## src/rtl/spike_packet_tx_pkg.sv

```systemverilog
// Shared definitions for the spike injection transmitter: packet field
// positions, the packed packet layout and the drain FSM states.
package spike_packet_tx_pkg;

  localparam int PACKET_WIDTH = 30;
  localparam int DX_MSB       = 29;
  localparam int DX_LSB       = 21;
  localparam int DY_MSB       = 20;
  localparam int DY_LSB       = 12;
  localparam int AXON_W       = 8;
  localparam int TICK_W       = 4;
  localparam int QUEUE_DEPTH  = 4;

  localparam int DX_W = DX_MSB - DX_LSB + 1;
  localparam int DY_W = DY_MSB - DY_LSB + 1;

  // Field order matches the router's packet layout from MSB down to bit 0.
  typedef struct packed {
    logic [DX_W-1:0]   dx;
    logic [DY_W-1:0]   dy;
    logic [TICK_W-1:0] tick_offset;
    logic [AXON_W-1:0] axon;
  } packet_t;

  typedef enum logic {
    RUN   = 1'b0,
    DRAIN = 1'b1
  } state_t;

endpackage

```

## src/rtl/spike_tx_fifo.sv

```systemverilog
// Generic synchronous circular FIFO. Head is combinational and reads as zero
// when empty. Push and pop together keep the count, even when full.
module spike_tx_fifo #(
  parameter int WIDTH = 30,
  parameter int DEPTH = 4
) (
  input  logic                       clk,
  input  logic                       rst,
  input  logic                       push,
  input  logic                       pop,
  input  logic [WIDTH-1:0]           din,
  output logic [WIDTH-1:0]           head,
  output logic [$clog2(DEPTH):0]     count
);

  localparam int AW = $clog2(DEPTH);

  logic [WIDTH-1:0] mem [DEPTH];
  logic [AW-1:0]    wr_ptr;
  logic [AW-1:0]    rd_ptr;

  // Storage array; contents are don't-care until written, so no reset.
  always_ff @(posedge clk) begin
    if (push) begin
      mem[wr_ptr] <= din;
    end
  end

  // Pointers wrap naturally because DEPTH is a power of two.
  always_ff @(posedge clk) begin
    if (rst) begin
      wr_ptr <= '0;
      rd_ptr <= '0;
      count  <= '0;
    end else begin
      if (push) wr_ptr <= wr_ptr + 1'b1;
      if (pop)  rd_ptr <= rd_ptr + 1'b1;
      case ({push, pop})
        2'b10:   count <= count + 1'b1;
        2'b01:   count <= count - 1'b1;
        default: count <= count;
      endcase
    end
  end

  assign head = (count == '0) ? '0 : mem[rd_ptr];

endmodule

```

## src/rtl/spike_packet_tx.sv

```systemverilog
// Local injection transmitter: packs spike events, queues them, feeds the
// router under backpressure and signals end-of-tick drain completion.
// Optional per-tick packet statistics are built when SPIKE_TX_STATS_EN is defined.
module spike_packet_tx
  import spike_packet_tx_pkg::*;
(
  input  logic                    clk,
  input  logic                    rst,
  input  logic                    spike_valid,
  output logic                    spike_ready,
  input  logic [DX_W-1:0]         spike_dx,
  input  logic [DY_W-1:0]         spike_dy,
  input  logic [TICK_W-1:0]       spike_tick_offset,
  input  logic [AXON_W-1:0]       spike_axon,
  input  logic                    tick,
  input  logic                    local_buffers_full,
  output logic [PACKET_WIDTH-1:0] dout,
  output logic                    dout_wen,
  output logic                    drained,
  output logic [15:0]             sent_count
);

  localparam int CW = $clog2(QUEUE_DEPTH) + 1;
  localparam logic [CW-1:0] FULL_COUNT = CW'(QUEUE_DEPTH);
  localparam logic [CW-1:0] ONE_COUNT  = CW'(1);

  state_t          state;
  state_t          state_next;
  packet_t         pkt;
  logic            push;
  logic [CW-1:0]   count;

  assign pkt = '{dx: spike_dx, dy: spike_dy,
                 tick_offset: spike_tick_offset, axon: spike_axon};

  assign spike_ready = (state == RUN) && (count < FULL_COUNT);
  assign push        = spike_valid && spike_ready;
  assign dout_wen    = (count != '0) && !local_buffers_full;

  spike_tx_fifo #(
    .WIDTH (PACKET_WIDTH),
    .DEPTH (QUEUE_DEPTH)
  ) u_fifo (
    .clk   (clk),
    .rst   (rst),
    .push  (push),
    .pop   (dout_wen),
    .din   (pkt),
    .head  (dout),
    .count (count)
  );

  // Drain FSM state register.
  always_ff @(posedge clk) begin
    if (rst) begin
      state <= RUN;
    end else begin
      state <= state_next;
    end
  end

  // Next state and drain-complete pulse; the last pop of a drain completes it.
  always_comb begin
    state_next = state;
    drained    = 1'b0;
    case (state)
      RUN: begin
        if (tick) state_next = DRAIN;
      end
      DRAIN: begin
        if ((count == '0) || ((count == ONE_COUNT) && dout_wen)) begin
          state_next = RUN;
          drained    = 1'b1;
        end
      end
      default: state_next = RUN;
    endcase
  end

`ifdef SPIKE_TX_STATS_EN
  logic [15:0] pkt_count;
  logic [15:0] pkt_count_next;

  // Saturating count of injected packets, including this cycle's pop.
  always_comb begin
    pkt_count_next = pkt_count;
    if (dout_wen && (pkt_count != 16'hFFFF)) begin
      pkt_count_next = pkt_count + 16'd1;
    end
  end

  // Publish the tick's total on the drain pulse and start the next tick at zero.
  always_ff @(posedge clk) begin
    if (rst) begin
      pkt_count  <= '0;
      sent_count <= '0;
    end else if (drained) begin
      pkt_count  <= '0;
      sent_count <= pkt_count_next;
    end else begin
      pkt_count  <= pkt_count_next;
    end
  end
`else
  assign sent_count = '0;
`endif

endmodule
```

## config.mk

```make
export PLATFORM = sky130hd
export DESIGN_NAME = spike_packet_tx
export DESIGN_NICKNAME = d
export VERILOG_FILES = /design/src/rtl/spike_packet_tx_pkg.sv /design/src/rtl/spike_tx_fifo.sv /design/src/rtl/spike_packet_tx.sv
export SDC_FILE = /design/constraint.sdc
export NUM_CORES = 1
export LEC_CHECK = 0
export ABC_AREA = 1
export ABC_CLOCK_PERIOD_IN_PS = 7200
export CAP_MARGIN = 20
export CORE_MARGIN = 2
export CORE_UTILIZATION = 45
export CTS_CLUSTER_DIAMETER = 30
export DETAILED_ROUTE_END_ITERATION = 6
export PLACE_DENSITY = 0.68
export SYNTH_ARGS = -nofsm -noshare
export SYNTH_HDL_FRONTEND = slang
export SYNTH_SLANG_ARGS = --single-unit
```

## constraint.sdc

```tcl
create_clock -name clk -period 7.2 [get_ports clk]
set_input_delay 1.44 -clock clk [delete_from_list [all_inputs] [get_ports clk]]
set_output_delay 1.44 -clock clk [all_outputs]
set_load 0.005 [all_outputs]
```

# Yosys cells after proc, flatten, opt, wreduce, memory -nomap -nowiden
# Memories as Yosys holds them, arrays and structs flattened. A register that Yosys moved wholly into a read port is not among the register bits.
# Index checks and enable logic that the tools add are counted.
[op_classes]
n_addsub = 4
order_cmp = 1
n_eq_ne = 3
muxes = 11
bitwise = 1
reduce_logical = 9
[op_table]
columns = ["operator", "count"]
rows = [
  ["two-way mux 30 bit", 1],
  ["two-way mux 1 bit", 6],
  ["one-hot mux 3 bit (2 select lines)", 1],
  ["adder 2 x 1 -> 2 bit, second input constant", 2],
  ["logical AND 1 bit", 4],
  ["two-way mux 2 bit", 2],
  ["adder 3 x 1 -> 3 bit, second input constant", 1],
  ["== test 3 x 1 -> 1 bit, second input constant", 1],
  ["zero test 3 bit", 1],
  ["< comparator 3 bit, second input constant", 1],
  ["nonzero test 3 bit", 1],
  ["subtractor 3 x 1 -> 3 bit, second input constant", 1],
  ["== test 2 x 1 -> 1 bit, second input constant", 1],
  ["== test 2 bit, second input constant", 1],
  ["one-hot mux 1 bit (2 select lines)", 1],
  ["nonzero test 2 bit", 1],
  ["zero test 1 bit", 1],
  ["logical OR 1 bit", 1],
  ["NOT 1 bit", 1],
]
[totals]
regBits = 8
ram_bits = 120
inputBits = 35
output_inout_bits = 49
word_cells = 34
memories = 1
[mem_list]
columns = ["name", "depth", "width", "read_ports", "rd_clocked_by_memory_dff", "write_ports", "line_no", "source"]
rows = [
  ["u_fifo.mem", 4, 30, 1, 1, 1, "spike_tx_fifo.sv:18", "logic [WIDTH-1:0] mem [DEPTH];"],
]

# Depth between registers and ports, before layout
# Gate-level depths: netlist (run 1).
[logic_depth]
depth_word = 6
ltp_mapped = 12
ltp_nobuf = 12

# Cells and area by module
# A second synthesis (run 1) with hierarchy kept.
[hier_totals]
cells_unflattened = 471
hier_area_um2 = 5487.8
[modules_own_cells]
columns = ["mod", "n_inst", "cells_each", "area_per_inst_um2"]
rows = [
  ["spike_tx_fifo", 1, 441, 5282.6],
  ["spike_packet_tx", 1, 30, 205.2],
]

# Least setup slack after synthesis (run 1)
# No wires, ideal clock.
[synth_path]
path_kind = "in2out"
start = "input local_buffers_full"
end = "output drained"
arrival_ps = 1829
required_ps = 5760
slack_ps = 3931
cell_stages = 3
path_cell_list = "inv_1 nand3_1 a21boi_0"
[synth_between]
elab_chain_len = 6
[synth_rtl]
columns = ["element", "line_no", "source"]
rows = [
  ["start: declaration", "spike_packet_tx.sv:16", "input logic local_buffers_full,"],
  ["zero test 1 bit", "spike_packet_tx.sv:38", "assign dout_wen = (count != '0) && !local_buffers_full;"],
  ["logical AND 1 bit", "spike_packet_tx.sv:38", ""],
  ["logical AND 1 bit", "spike_packet_tx.sv:71", "if ((count == '0) || ((count == ONE_COUNT) && dout_wen)) begin"],
  ["logical OR 1 bit", "spike_packet_tx.sv:71", ""],
  ["two-way mux 1 bit", "spike_packet_tx.sv:71", ""],
  ["two-way mux 1 bit", "spike_packet_tx.sv:66", "case (state)"],
  ["end: declaration", "spike_packet_tx.sv:19", "output logic drained,"],
]
# No other way between the ends.

# Worst setup path in the final report (run 1)
# Ends and elaborated chain as after synthesis.

==> out/metrics.yaml, run 1 <==
wl_per_cell_um: 14.1
io_pins: 84
fmaxAchievable_ghz: 0.234
syn_area_sq_mm: 0.00567
hold_violations: 0
firstDrtPassIters: 7
worstPathMaxFanout: 4
place_hpwl_um: 6270
ctsResizeCount: 0
synth-simple-area-share_pct: 16.9
critPathArrivalTime_ps: 2840
setup_tns_ps: 0
grt_pass1_wl_um: 17300
skew_ps: 9.91
route.met3.wl_um: 492
synth_seq_area_share_pct: 67.0
power.internal_mw: 1.79
comb_power_share_pct: 29.4
p_per_area_mw_per_mm2: 368
muxShareOfSynthArea_pct: 0
synth-xor-area-share_pct: 0.154
cts_tree: "built"
p_sw_uw: 785
hold_buffers: 0
met1Wirelength_um: 4900
start_kind: "input pin"
drtAntennaViolNets: 0
ys_seq_elements: 130
final_util_pct: 56.2
hold_class: "reg2reg"
die_area_sq_mm: 0.0135
via_count: 3713
clock_path_buffers: 2
endpoint_kind: "output port"
crit_type: "in2out"
synth_top_family_by_area: "simple AND/OR/NAND/NOR gates"
grt_max_degree: 61
ys_types: 19
rows: 41
cts_max_level: 4
die_width_um: 116
p_seq_share_pct: 36.8
clkTransAtPathRegs_ps: 50
drv_slew: 0
grt_use_total_pct: 17.4
nets: 653
postCtsSetupBuffers: 0
areaGrowthSynthToFinish_pct: 23.5
die-height_um: 116
max_slew_margin_pct: 32.0
rsz0062_at_grt: "false"
drive_gt1_share_pct: 6.75
final_cells: 794
cts_buffers: 17
cts_root_buf: "clkbuf_16"
syn_avg_cell_area_sq_um: 10.5
synth-adder-area-share_pct: 1.98
n_antenna_cell: 0
place_congestion: 0.770
setup_violations: 0
drt_iter0_drc: 189
peakVddDrop_uv: 217
via_per_inst: 4.68
grt_antenna_before_repair: 0
clock_insertion_delay_worst_skew_ps: 410
max_cap_viol_count: 0
final.min_clock_period_ps: 4280
synth-compound-area-share_pct: 3.40
clock_power_share_pct: 33.8
place_inst: 762
wl_met2_um: 5690
cts_sinks: 130
critPathRequiredTime_ps: 5760
top_layer: "met4"
route.detailed.drc: 0
initial_core_util_pct: 45.5
grt-ovfl-total: 0
grt_pass1_vias: 3585
core_sq_mm: 0.0125
yosys_warnings: 0
period_share_pct: 59.4
drt-total-wl_um: 11200
p_sw_share_pct: 30.4
port_buffers: 67
status: "finished clean"
worst_pin_slew_ps: 1020
leakage_nw: 2.90
synthCells: 542
## state kept, by name, indices dropped and copies added, names as in the netlist, named ones only
register       cells
u_fifo.mem       120
u_fifo.count       3
u_fifo.rd_ptr      2
u_fifo.wr_ptr      2
state              1
## per-layer routing
layer / vias up / global-route usage (%)
li1: 1842 / -
met2: 105 / 30.2
met4: 0 / 6.35
met5: - / 0
met3: 14 / 4.31
met1: 1752 / 21.0
## cell type report
type,instances,area (sq um)
Clock buffer,17,425
Clock inverter,15,181
Timing Repair Buffer,71,701
Inverter,83,317
Multi-Input combinational cell,306,1360
Tap cell,172,215
Fill cell,1023,5460
Sequential cell,130,3800
## logic make-up (layout without fill, tap and decap cells)
family,count (synthesis),count (layout)
buf+inv,121,186
flops,130,130
simple gates,242,242
other cells,1,16
xor+xnor,1,1
compound gates,38,38
fa+ha+maj,9,9
## worst max-delay path, stage by stage
cell and delay (ps):
clkdlybuf4s50_1 400, inv_1 110, nand3_1 90, a21boi_0 240, clkdlybuf4s50_1 560
## worst paths after layout
kind         cells after the start  slack (ps)           endpoint               start
max                              5        2920            drained  local_buffers_full
min                              2         530   u_fifo.wr_ptr[1]    u_fifo.wr_ptr[1]
max reg2reg                      3        5260  u_fifo.mem[1][15]     u_fifo.count[2]
min reg2reg                      2         530   u_fifo.wr_ptr[1]    u_fifo.wr_ptr[1]
## cells in the final DEF, fill, tap and decap left out, drive strengths merged
cell             n
clkinvlp         3
nand3           34
nand4            1
bufinv           3
dfxtp           10
a21boi           1
nor2            17
o21ai            5
conb            16
buf              4
nand2          190
a21oi           32
clkbuf          17
ha               9
edfxtp         120
clkdlybuf4s50   67
inv             88
clkinv           4
xor2             1
## power groups by stage
| stage | sequential (mW) | combinational, mW | clock, mW |
|---|---|---|---|
| 2_1_floorplan | 0.946 | 0.444 | 0 |
| 6_report | 0.949 | 0.759 | 0.871 |
| 3_3_place_gp | 0.961 | 0.744 | 0 |
| 5_1_grt | 0.958 | 0.846 | 0.915 |
| 4_1_cts | 0.949 | 0.770 | 0.880 |
| 3_5_place_dp | 0.965 | 0.765 | 0 |
## through the flow
stage,worst slack [ps],cell area [sq um],total power [mW],hold WS [ps]
floorplan,3930,5730,1.39,477
detailed placement,2940,6400,1.73,530
global placement,2920,6400,1.71,507
CTS,2910,7010,2.60,535
finish,2920,7010,2.58,533
global route,2750,7010,2.72,555
## synthesized netlist by cell type
master / n / share of area (%)
a21boi_0: 1 / 0.13
a21oi_1: 32 / 2.8
buf_2: 9 / 0.79
buf_4: 19 / 2.5
buf_6: 7 / 1.4
clkbuf_1: 3 / 0.20
conb_1: 1 / 0.066
dfxtp_1: 10 / 3.5
edfxtp_1: 120 / 64
ha_1: 9 / 2.0
inv_1: 82 / 5.4
inv_6: 1 / 0.15
nand2_1: 188 / 12
nand2_2: 2 / 0.22
nand3_1: 34 / 3.0
nand4_1: 1 / 0.11
nor2_1: 17 / 1.1
o21ai_0: 5 / 0.44
xor2_1: 1 / 0.15
Note: power is estimated with default switching activity, not from simulation.
==> inputs of run 2 (changes only) <==
--- a/config.mk
+++ b/config.mk
@@ -6,7 +6,7 @@
 export NUM_CORES = 1
 export LEC_CHECK = 0
 export ABC_AREA = 1
-export ABC_CLOCK_PERIOD_IN_PS = 7200
+export ABC_CLOCK_PERIOD_IN_PS = 4200
 export CAP_MARGIN = 20
 export CORE_MARGIN = 2
 export CORE_UTILIZATION = 45
==> constraint.sdc (replaced) <==
create_clock -name clk -period 4.2 [get_ports clk]
set_input_delay 0.84 -clock clk [delete_from_list [all_inputs] [get_ports clk]]
set_output_delay 0.84 -clock clk [all_outputs]
set_load 0.005 [all_outputs]
==> run 2 against run 1 <==
Effect of this change: sequential power grew 72%; combinational power up 71%; global-route usage fell by 0.21 points; hold slack worse by 15 ps; clock power grew 69%; largest power group unchanged; first-iteration DRC count increased by 6.9%; non-clock buffer count did not move.
==> out/metrics.yaml, run 2 (synthesis gave the netlist of run 1 again) <==
drv_slew: 0  # unchanged
skew_ps: 5.56  # -4.35 ps
grt_pass1_wl_um: 17200  # -0.84%
grt_use_total_pct: 17.1  # -0.21 points
io_pins: 84  # unchanged
cp_common_cell: "inv_1"
crit_type: "reg2out"
fill_cells: 1026  # +0.29%
grt_max_degree: 61  # unchanged
fmaxAchievable_ghz: 0.279
drt-total-wl_um: 11200  # -0.16%
initial_core_util_pct: 45.5  # unchanged
clock_insertion_delay_worst_skew_ps: 400  # about the same
top_regs: "u_fifo.mem x120, u_fifo.count x3"
drtAntennaViolNets: 0  # unchanged
period_share_pct: 85.3
endpoint_kind: "output port"
place_hpwl_um: 6270  # about the same
wl_per_cell_um: 14.1  # -0.16%
firstDrtPassIters: 5  # -2
postCtsSetupBuffers: 0  # unchanged
rows: 41  # unchanged
critPathArrivalTime_ps: 2740  # -100 ps
worst_pin_slew_ps: 1030  # +16.1 ps
hold_violations: 0  # unchanged
top_register: "u_fifo.mem"
start_kind: "flip-flop"
route.detailed.drc: 0  # unchanged
place_congestion: 0.701  # -9.0%
peakVddDrop_uv: 396  # +83%
slowest_stage: "clkdlybuf4s50_1"
final_common_cell: "nand2_1"
cts_sinks: 130  # unchanged
ctsResizeCount: 0  # unchanged
port_buffers: 67  # unchanged
die-height_um: 116  # unchanged
seqCellArea_sq_mm: 0.00380  # unchanged
critPathRequiredTime_ps: 3360  # -2400 ps
grt-ovfl-total: 0  # unchanged
hold_buffers: 0  # unchanged
n_antenna_cell: 0  # unchanged
dpl_cell_area_sq_mm: 0.00640  # unchanged
status: "finished clean"
max_slew_margin_pct: 30.9  # -1.1 points
cts_max_level: 4  # unchanged
clkTransAtPathRegs_ps: 50  # about the same
die_width_um: 116  # unchanged
max_cap_viol_count: 0  # unchanged
drt_iter0_drc: 202  # +6.9%
clock_path_buffers: 2  # unchanged
final.min_clock_period_ps: 3580
via_per_inst: 4.70  # +0.51%
setup_tns_ps: 0  # unchanged
fin_area_sq_mm: 0.00699  # -0.20%
hold_class: "reg2reg"
cp_slowest_stage_delay_ps: 560  # about the same
timing.hold.ws_ps: 517  # -15.4 ps
die_area_sq_mm: 0.0135  # unchanged
largest_reg_flops: 120  # unchanged
core_sq_mm: 0.0125  # unchanged
rsz0062_at_grt: "false"
setup_violations: 0  # unchanged
grt_pass1_vias: 3548  # -1.0%
cts_buffers: 17  # unchanged
areaGrowthSynthToFinish_pct: 23.2
cts_tree: "built"
p_per_area_mw_per_mm2: 629  # +71%
cp_cell_sequence: "inv_1 > ha_1 > nand2_2 > inv_1 > buf_4 > a21oi_1 > clkdlybuf4s50_1"
leakage_nw: 2.91  # +0.12%
cts_root_buf: "clkbuf_16"
worstPathMaxFanout: 21  # +17
nets: 653  # unchanged
multiInputGateArea_sq_mm: 0.00136  # unchanged
grt_antenna_before_repair: 0  # unchanged
via_count: 3732  # +0.51%
mostFrequentLayoutCells: "nand2_1 (188), edfxtp_1 (120), inv_1 (82)"
drive_gt1_share_pct: 5.95  # -0.80 points
## run 2: final timing paths
path	startpoint	endpoint	slack, ps	cells after the start
worst max-delay path	u_fifo.count[0]	dout[27]	620	7
worst min-delay path	u_fifo.rd_ptr[0]	u_fifo.rd_ptr[0]	520	2
worst max register to register	u_fifo.count[2]	u_fifo.mem[2][9]	2290	3
worst min register to register	u_fifo.rd_ptr[0]	u_fifo.rd_ptr[0]	520	2
## run 2: metrics by stage
stage | utilization (%) | instances | power, mW | setup slack [ps]
2_1_floorplan | - | 557 | 2.38 | 1560
3_3_place_gp | 51.3 | 762 | 2.93 | 1060
3_5_place_dp | 51.3 | 762 | 2.96 | 1020
4_1_cts | 56.1 | 794 | 4.44 | 592
5_1_grt | 56.1 | 794 | 4.64 | 522
6_report | 56.1 | 794 | 4.40 | 619
## run 2: layout make-up
class,count,share of cell area (%)
clock buffer,26,7.00
clock inverter,6,1.49
inverter,83,4.53
multi-input combinational,306,19.5
sequential,130,54.4
tap,172,3.08
timing repair buffer,71,10.0
## run 2: worst max-delay path: cells and delay by family, from the launching register on
kind            cells  cell delay, ps
compound gates      1             270
buf+inv             4            1390
flops               1             360
fa+ha+maj           1             210
simple gates        1             100
## run 2: per-layer routing
| metal | up-vias | wire length, um | track usage (%) |
|---|---|---|---|
| li1 | 1840 | - | - |
| met4 | 0 | 141 | 7.30 |
| met1 | 1767 | 4640 | 20.7 |
| met3 | 8 | 680 | 4.26 |
| met5 | - | 0 | 0 |
| met2 | 117 | 5740 | 29.4 |
## run 2: power by group
part	switching (mW)	internal [mW]	leakage (nW)
clock network	0.488	0.977	0.290
logic	0.728	0.575	1.44
registers	0.0631	1.56	1.18
total	1.28	3.12	2.91
